**config.mk**
```make
export PLATFORM = sky130hd
export DESIGN_NAME = matmul_stream
export DESIGN_NICKNAME = d
export VERILOG_FILES = /design/src/rtl/matmul_stream.sv
export SDC_FILE = /design/constraint.sdc
export NUM_CORES = 1
export LEC_CHECK = 0
export ABC_AREA = 1
export CAP_MARGIN = 20
export CORE_MARGIN = 2
export CORE_UTILIZATION = 38
export DETAILED_ROUTE_END_ITERATION = 10
export GPL_ROUTABILITY_DRIVEN = 0
export GPL_TIMING_DRIVEN = 1
export SLEW_MARGIN = 20
export SYNTH_ARGS = -nofsm -noshare
export SYNTH_HDL_FRONTEND = slang
export SYNTH_SLANG_ARGS = --single-unit
```
**constraint.sdc**
```tcl
create_clock -name clk -period 10.4 [get_ports clk]
set_input_delay 1.56 -clock clk [delete_from_list [all_inputs] [get_ports clk]]
set_output_delay 1.56 -clock clk [all_outputs]
set_load 0.03 [all_outputs]
```
**src/rtl/matmul_stream.sv**
```systemverilog
// rtl/matmul_stream.sv - sequential signed matrix multiply with streamed C output
module matmul_stream #(
  parameter int DATA_WIDTH = 16,
  parameter int ACC_WIDTH  = 40,
  parameter int MAX_DIM    = 256,
  parameter int DIM_W      = $clog2(MAX_DIM) + 1,
  parameter int IDX_W      = $clog2(MAX_DIM)
) (
  input  logic                  clk,
  input  logic                  reset,
  input  logic                  start,
  input  logic [DIM_W-1:0]      dim_n,
  input  logic [DIM_W-1:0]      dim_m,
  input  logic [DIM_W-1:0]      dim_j,
  input  logic [DIM_W-1:0]      dim_k,
  output logic                  busy,
  output logic                  done,
  output logic                  err,
  output logic                  a_rd_en,
  output logic [2*IDX_W-1:0]    a_rd_addr,
  input  logic [DATA_WIDTH-1:0] a_rd_data,
  output logic                  b_rd_en,
  output logic [2*IDX_W-1:0]    b_rd_addr,
  input  logic [DATA_WIDTH-1:0] b_rd_data,
  output logic                  c_valid,
  input  logic                  c_ready,
  output logic [ACC_WIDTH-1:0]  c_data,
  output logic [IDX_W-1:0]      c_row,
  output logic [IDX_W-1:0]      c_col,
  output logic                  c_last
);

  typedef enum logic [2:0] {S_IDLE, S_CHECK, S_MAC, S_OUT, S_FIN} state_t;

  localparam logic [DIM_W-1:0] LP_MAX = DIM_W'(MAX_DIM);
  localparam logic [DIM_W-1:0] LP_ONE = DIM_W'(1);

  state_t                        r_state;
  state_t                        w_next;
  logic [DIM_W-1:0]              r_n, r_m, r_j, r_k;
  logic [IDX_W-1:0]              r_i, r_kc;
  // r_p counts read cycles 0..m-1, then m marks the cycle the last product lands
  logic [DIM_W-1:0]              r_p;
  logic                          r_err;
  logic                          r_pend;
  logic [ACC_WIDTH-1:0]          r_acc;

  logic                          w_illegal;
  logic                          w_issue;
  logic                          w_row_last;
  logic                          w_col_last;
  logic                          w_accept;
  logic signed [2*DATA_WIDTH-1:0] w_prod;
  logic [ACC_WIDTH-1:0]          w_prod_ext;

  assign w_illegal  = (r_n == '0) || (r_m == '0) || (r_j == '0) || (r_k == '0) ||
                      (r_n > LP_MAX) || (r_m > LP_MAX) || (r_j > LP_MAX) || (r_k > LP_MAX) ||
                      (r_m != r_j);
  assign w_issue    = (r_state == S_MAC) && (r_p < r_m);
  assign w_row_last = ({1'b0, r_i} == (r_n - LP_ONE));
  assign w_col_last = ({1'b0, r_kc} == (r_k - LP_ONE));
  assign w_accept   = (r_state == S_OUT) && c_ready;
  assign w_prod     = $signed(a_rd_data) * $signed(b_rd_data);
  assign w_prod_ext = {{(ACC_WIDTH-2*DATA_WIDTH){w_prod[2*DATA_WIDTH-1]}}, w_prod};

  assign a_rd_en   = w_issue;
  assign b_rd_en   = w_issue;
  assign a_rd_addr = w_issue ? {r_i, r_p[IDX_W-1:0]}  : '0;
  assign b_rd_addr = w_issue ? {r_p[IDX_W-1:0], r_kc} : '0;
  assign c_data    = c_valid ? r_acc : '0;
  assign c_row     = c_valid ? r_i   : '0;
  assign c_col     = c_valid ? r_kc  : '0;

  // State register
  always_ff @(posedge clk) begin
    if (reset) r_state <= S_IDLE;
    else       r_state <= w_next;
  end

  // Next-state and status/handshake outputs
  always_comb begin
    w_next  = r_state;
    busy    = 1'b0;
    done    = 1'b0;
    err     = 1'b0;
    c_valid = 1'b0;
    c_last  = 1'b0;
    case (r_state)
      S_IDLE:  if (start) w_next = S_CHECK;
      S_CHECK: begin
        busy   = 1'b1;
        w_next = w_illegal ? S_FIN : S_MAC;
      end
      S_MAC: begin
        busy = 1'b1;
        if (r_p == r_m) w_next = S_OUT;
      end
      S_OUT: begin
        busy    = 1'b1;
        c_valid = 1'b1;
        c_last  = w_row_last && w_col_last;
        if (c_ready) w_next = (w_row_last && w_col_last) ? S_FIN : S_MAC;
      end
      S_FIN: begin
        done   = 1'b1;
        err    = r_err;
        w_next = S_IDLE;
      end
      default: w_next = S_IDLE;
    endcase
  end

  // Dimension latch, element/read counters and accumulator
  always_ff @(posedge clk) begin
    if (reset) begin
      r_n    <= '0;
      r_m    <= '0;
      r_j    <= '0;
      r_k    <= '0;
      r_i    <= '0;
      r_kc   <= '0;
      r_p    <= '0;
      r_err  <= 1'b0;
      r_pend <= 1'b0;
      r_acc  <= '0;
    end else begin
      r_pend <= w_issue;
      if (r_state == S_IDLE && start) begin
        r_n <= dim_n;
        r_m <= dim_m;
        r_j <= dim_j;
        r_k <= dim_k;
      end
      if (r_state == S_CHECK) begin
        r_err <= w_illegal;
        r_i   <= '0;
        r_kc  <= '0;
        r_p   <= '0;
      end
      if (w_issue) r_p <= r_p + LP_ONE;
      if (w_accept) begin
        r_p <= '0;
        if (w_col_last) begin
          r_kc <= '0;
          r_i  <= r_i + IDX_W'(1);
        end else begin
          r_kc <= r_kc + IDX_W'(1);
        end
      end
      // Products arrive one cycle after their read; the first read of an element restarts the sum
      if (w_issue && r_p == '0) r_acc <= '0;
      else if (r_pend)          r_acc <= r_acc + w_prod_ext;
    end
  end

endmodule

```
* Word-level counts from Yosys, hierarchy flattened
Cells that the tools add are included.
Storage, ports and cells: bits in registers 106, input bits 72, output and inout bits 95
Cells by class: add/sub/neg operators 6, multiply operators 1, $lt $le $gt $ge 5, equal/unequal tests 11, multiplexer cells 24, reductions and logical operators 25
Operators by type and width (count):
- $mux W8 | 8
- $logic_not A9 Y1 | 5
- $add A40 B40 Y40 | 1
- $mux W40 | 1
- $gt A9 B9 Y1 const B | 4
- $mul A16 B16 Y32 | 1
- $mux W16 | 2
- $eq A8 B9 Y1 | 2
- $mux W9 | 2
- $sub A9 B1 Y9 const B | 2
- $add A8 B1 Y8 const B | 2
- $mux W3 | 5
- $pmux W3 S4 | 1
- $add A9 B1 Y9 const B | 1
- $eq A9 B9 Y1 | 1
- $lt A9 B9 Y1 | 1
- $ne A9 B9 Y1 | 1
- $logic_or A1 B1 Y1 | 8
- $eq A3 B2 Y1 const B | 2
- $logic_and A1 B1 Y1 | 5
- $mux W1 | 5
- $ne A2 B2 Y1 const B | 2
- $reduce_bool A2 Y1 | 2
- $reduce_or A2 Y1 | 2
- other kinds (6) | 6

* Longest topological paths before layout
depth after elaboration 11, gate-level depth with buffers 44

* Worst setup path before layout
No wires, ideal clock.
path kind in2reg, start point input port b_rd_data[3], end point register r_acc[36], arrival time 8059 ps, required time 10285 ps, setup slack 2226 ps, stages on the path 33, buffers on the path 2, path through clkbuf_1 > clkbuf_1 > nand2_1 > inv_1 > fa_1 > fa_1 > fa_1 > fa_1 > fa_1 > inv_1 > fa_1 > inv_1 > ha_1 > nand2_1 > inv_1 > a21oi_1 > nand2_1 > nand2_1 > nand2_1 > nor2_1 > nand2_1 > nand2_1 > inv_1 > ha_1 > nand2_1 > nor2_1 > inv_1 > nor4_1 > o21ai_0 > nand3_1 > nor2_1 > o21ai_0 > inv_1
On the way: cells in the longest elaborated chain, start to end 2
RTL lines:
- start, declared | RTL line 24 | input logic [DATA_WIDTH-1:0] b_rd_data,
- $mul A16 B16 Y32 | RTL line 63 | assign w_prod = $signed(a_rd_data) * $signed(b_rd_data);
- $add A40 B40 Y40 | RTL line 152 | else if (r_pend) r_acc <= r_acc + w_prod_ext;
- end signal, assigned | RTL line 152
- end, declared | RTL line 46 | logic [ACC_WIDTH-1:0] r_acc;
Every way passes these cells. A chain may end at the register's enable or synchronous reset.

* Final worst setup path
start point input port b_rd_data[2], end point register r_acc[37]
The elaborated chain is that of the path after synthesis.

==> flow_summary.yaml <==
grt:
  grt_max_degree: 73
  track_usage: 0.2094
  antenna_found_initial: 0
  grt_pass1_wl_um: 90490
  grt_pass1_vias: 17620
  grt_overflow: 0
synthesis:
  synth_area_um2: 19200
  synth-seq-cells: 106
  yosysTopAreaCell: "fa_1"
  yosysUniqueCellTypes: 51
  syn_avg_cell_area_um2: 6.781
  synthCells: 2832
  yosysWarnings: 0
  yosysMostFrequentCell: "inv_1"
  synth_edf_count: 0
  synth_area_leaders: "fa_1 27%, inv_1 14%, nand2_1 13%, dfxtp_1 11%, ha_1 9.3%"
  netlist.area_leader.share: 0.2742
  syn-num-nets: 3309
  synth_common_cells: "713 x inv_1, 649 x nand2_1, 263 x fa_1"
  seq_area_frac_synth: 0.1105
  synth_ff_type: "dfxtp_1"
  async_flop_share: 0
clocking:
  clock_path_buffers: 2
  hold_buffers: 0
  insertion_delay_ns: 0.38
  clk_pin_slew_worst_paths_ns: 0.09
  cts_tree: "yes"
  cts_setup_buffers: 0
  cts_htree_levels: 3
  cts_sinks: 106
  clockRootBuffer: "clkbuf_16"
  cts_resized: 0
  cts_buffers: 9
routing:
  route.detailed.drc: 0
  routed_wl_um: 53510
  first_pass_iters: 6
  drt_iter0_drc: 1281
  postRouteAntennaNets: 0
  vias: 17460
  vias_per_cell: 4.849
  wl_per_cell_um: 14.86
sta:
  fmax_mhz: 107.1
  setup_viol: 0
  slew_viol_final: 0
  min_period_ns: 9.334
  fin_crit_sh: 0.8975
  clock_skew_ns: 0.01115
  hold_viol: 0
  rsz0062_at_grt: "false"
  setup_tns_ns: 0
  slew_headroom: 0.3217
  tightest_slew_ns: 1.017
critical_path:
  worstPathRequired_ns: 10.68
  cp_slowest_cell: "clkdlybuf4s50_1"
  path_class: "in -> reg"
  cp-start-kind: "input pin"
  crit_buf_inv: 6
  cpMostUsedCell: "nand2_1"
  cp_max_fo: 16
  slowest_delay_ns: 0.81
  critical_path_arrival_ns: 9.61
  critPathCaptureType: "flop"
  critical-path-top-delay-family: "adder cells"
place:
  port_buffers: 166
  hpwlAfterDp_um: 44650
job:
  drv_cap: 0
floorplanning:
  initial_core_util: 0.3835
  row_count: 82
  die_w_um: 228.8
  dieHeight_um: 228.8
  die_area_um2: 52350
  core_area_um2: 50070
  boundaryPins: 167
min_path:
  hold_path.class: "reg -> reg"
final_layout:
  fin_nets: 3400
  syn_to_final_growth_pct: 13.14
  n_antenna_cell: 0
  drive_above_1_share: 0.02766
outcome:
  status: "complete, no violations"
sequential cells by signal, indices dropped and copies added (netlist names):
| name | cells |
|---|---|
| r_err | 1 |
| r_k | 9 |
| r_m | 9 |
| r_n | 9 |
| r_kc | 8 |
| r_i | 8 |
| r_j | 9 |
| r_pend | 1 |
| r_state | 3 |
| r_acc | 40 |
| r_p | 9 |
cells by family (layout without fill, tap and decap cells):
logic type | after synthesis | after routing | share of synthesized area
compound gates | 363 | 363 | 0.1037
fa+ha+maj | 405 | 405 | 0.3667
flops | 106 | 106 | 0.1105
simple gates | 1080 | 1080 | 0.2306
buf+inv | 823 | 919 | 0.1633
xor+xnor | 55 | 55 | 0.02508
layer usage:
metal / vias to the layer above / track usage / part of all wire / wire [µm]
li1: 8633 / - / - / -
met1: 8285 / 0.3042 / 0.48 / 25490
met2: 487 / 0.3401 / 0.46 / 24460
met3: 50 / 0.01809 / 0.051 / 2746
met4: 0 / 0.04343 / 0.015 / 821
met5: - / 0 / 0 / 0
metrics by stage:
stage	area [µm²]	hold WS, ns	std cells	util	setup WS, ns
6_report	21730	0.4919	3600	0.4340	1.066
5_1_grt	21730	0.5159	3600	0.4340	0.5034
4_1_cts	21730	0.4951	3600	0.4340	1.130
3_5_place_dp	21410	0.4795	3584	0.4276	0.7599
3_3_place_gp	21410	0.4771	3584	0.4276	0.6860
2_1_floorplan	19200	0.4557	2832	-	2.226
path summary, 6_finish.rpt:
check,start,to,slack (ns),cells past startpoint
max,b_rd_data[2],r_acc[37]$_SDFFE_PP0P_,1.07,33
min,r_p[8]$_SDFFE_PP0P_,r_p[8]$_SDFFE_PP0P_,0.49,2
max reg2reg,r_m[8]$_SDFFE_PP0P_,r_acc[10]$_SDFFE_PP0P_,7.34,11
min reg2reg,r_p[8]$_SDFFE_PP0P_,r_p[8]$_SDFFE_PP0P_,0.49,2
final cells by class:
class / count / area (µm²)
clock buffer: 9 / 225.2
clock inverter: 7 / 93.84
fill: 5236 / 28340
inverter: 721 / 2714
multi-input combinational: 1903 / 13950
sequential: 106 / 2122
tap: 672 / 840.8
timing repair buffer: 182 / 1782
worst reg2reg max path: stages (launching register included):
cell     delay [ns]
dfxtp_1        0.36
inv_1          0.10
ha_1           0.33
a21oi_1        0.16
o21a_1         0.13
and2_1         0.13
nand3_2        0.54
o21ai_2        0.35
buf_4          0.40
inv_1          0.27
o21ai_0        0.13
a21oi_1        0.05
cell usage in the layout (no fill, tap or decap), types with 7 or more instances in the layout:
cell type / count
clkbuf_16: 9
a211oi_1: 8
inv_2: 7
a31oi_1: 7
nor2_2: 8
or2_2: 7
clkdlybuf4s50_1: 166
buf_4: 16
o21ai_0: 109
fa_1: 263
dfxtp_1: 106
inv_1: 713
a21oi_1: 180
o21ai_1: 7
nand3_1: 100
o21bai_1: 13
nand4_1: 21
nor2_1: 245
a21o_1: 10
xnor2_1: 22
ha_1: 142
nand2_1: 649
xor2_1: 33
o21ai_2: 8
nor3_1: 20
Power is left out: the tool's default activity adds up to more than one toggle a clock period on the data nets, which glitch-free logic cannot reach.
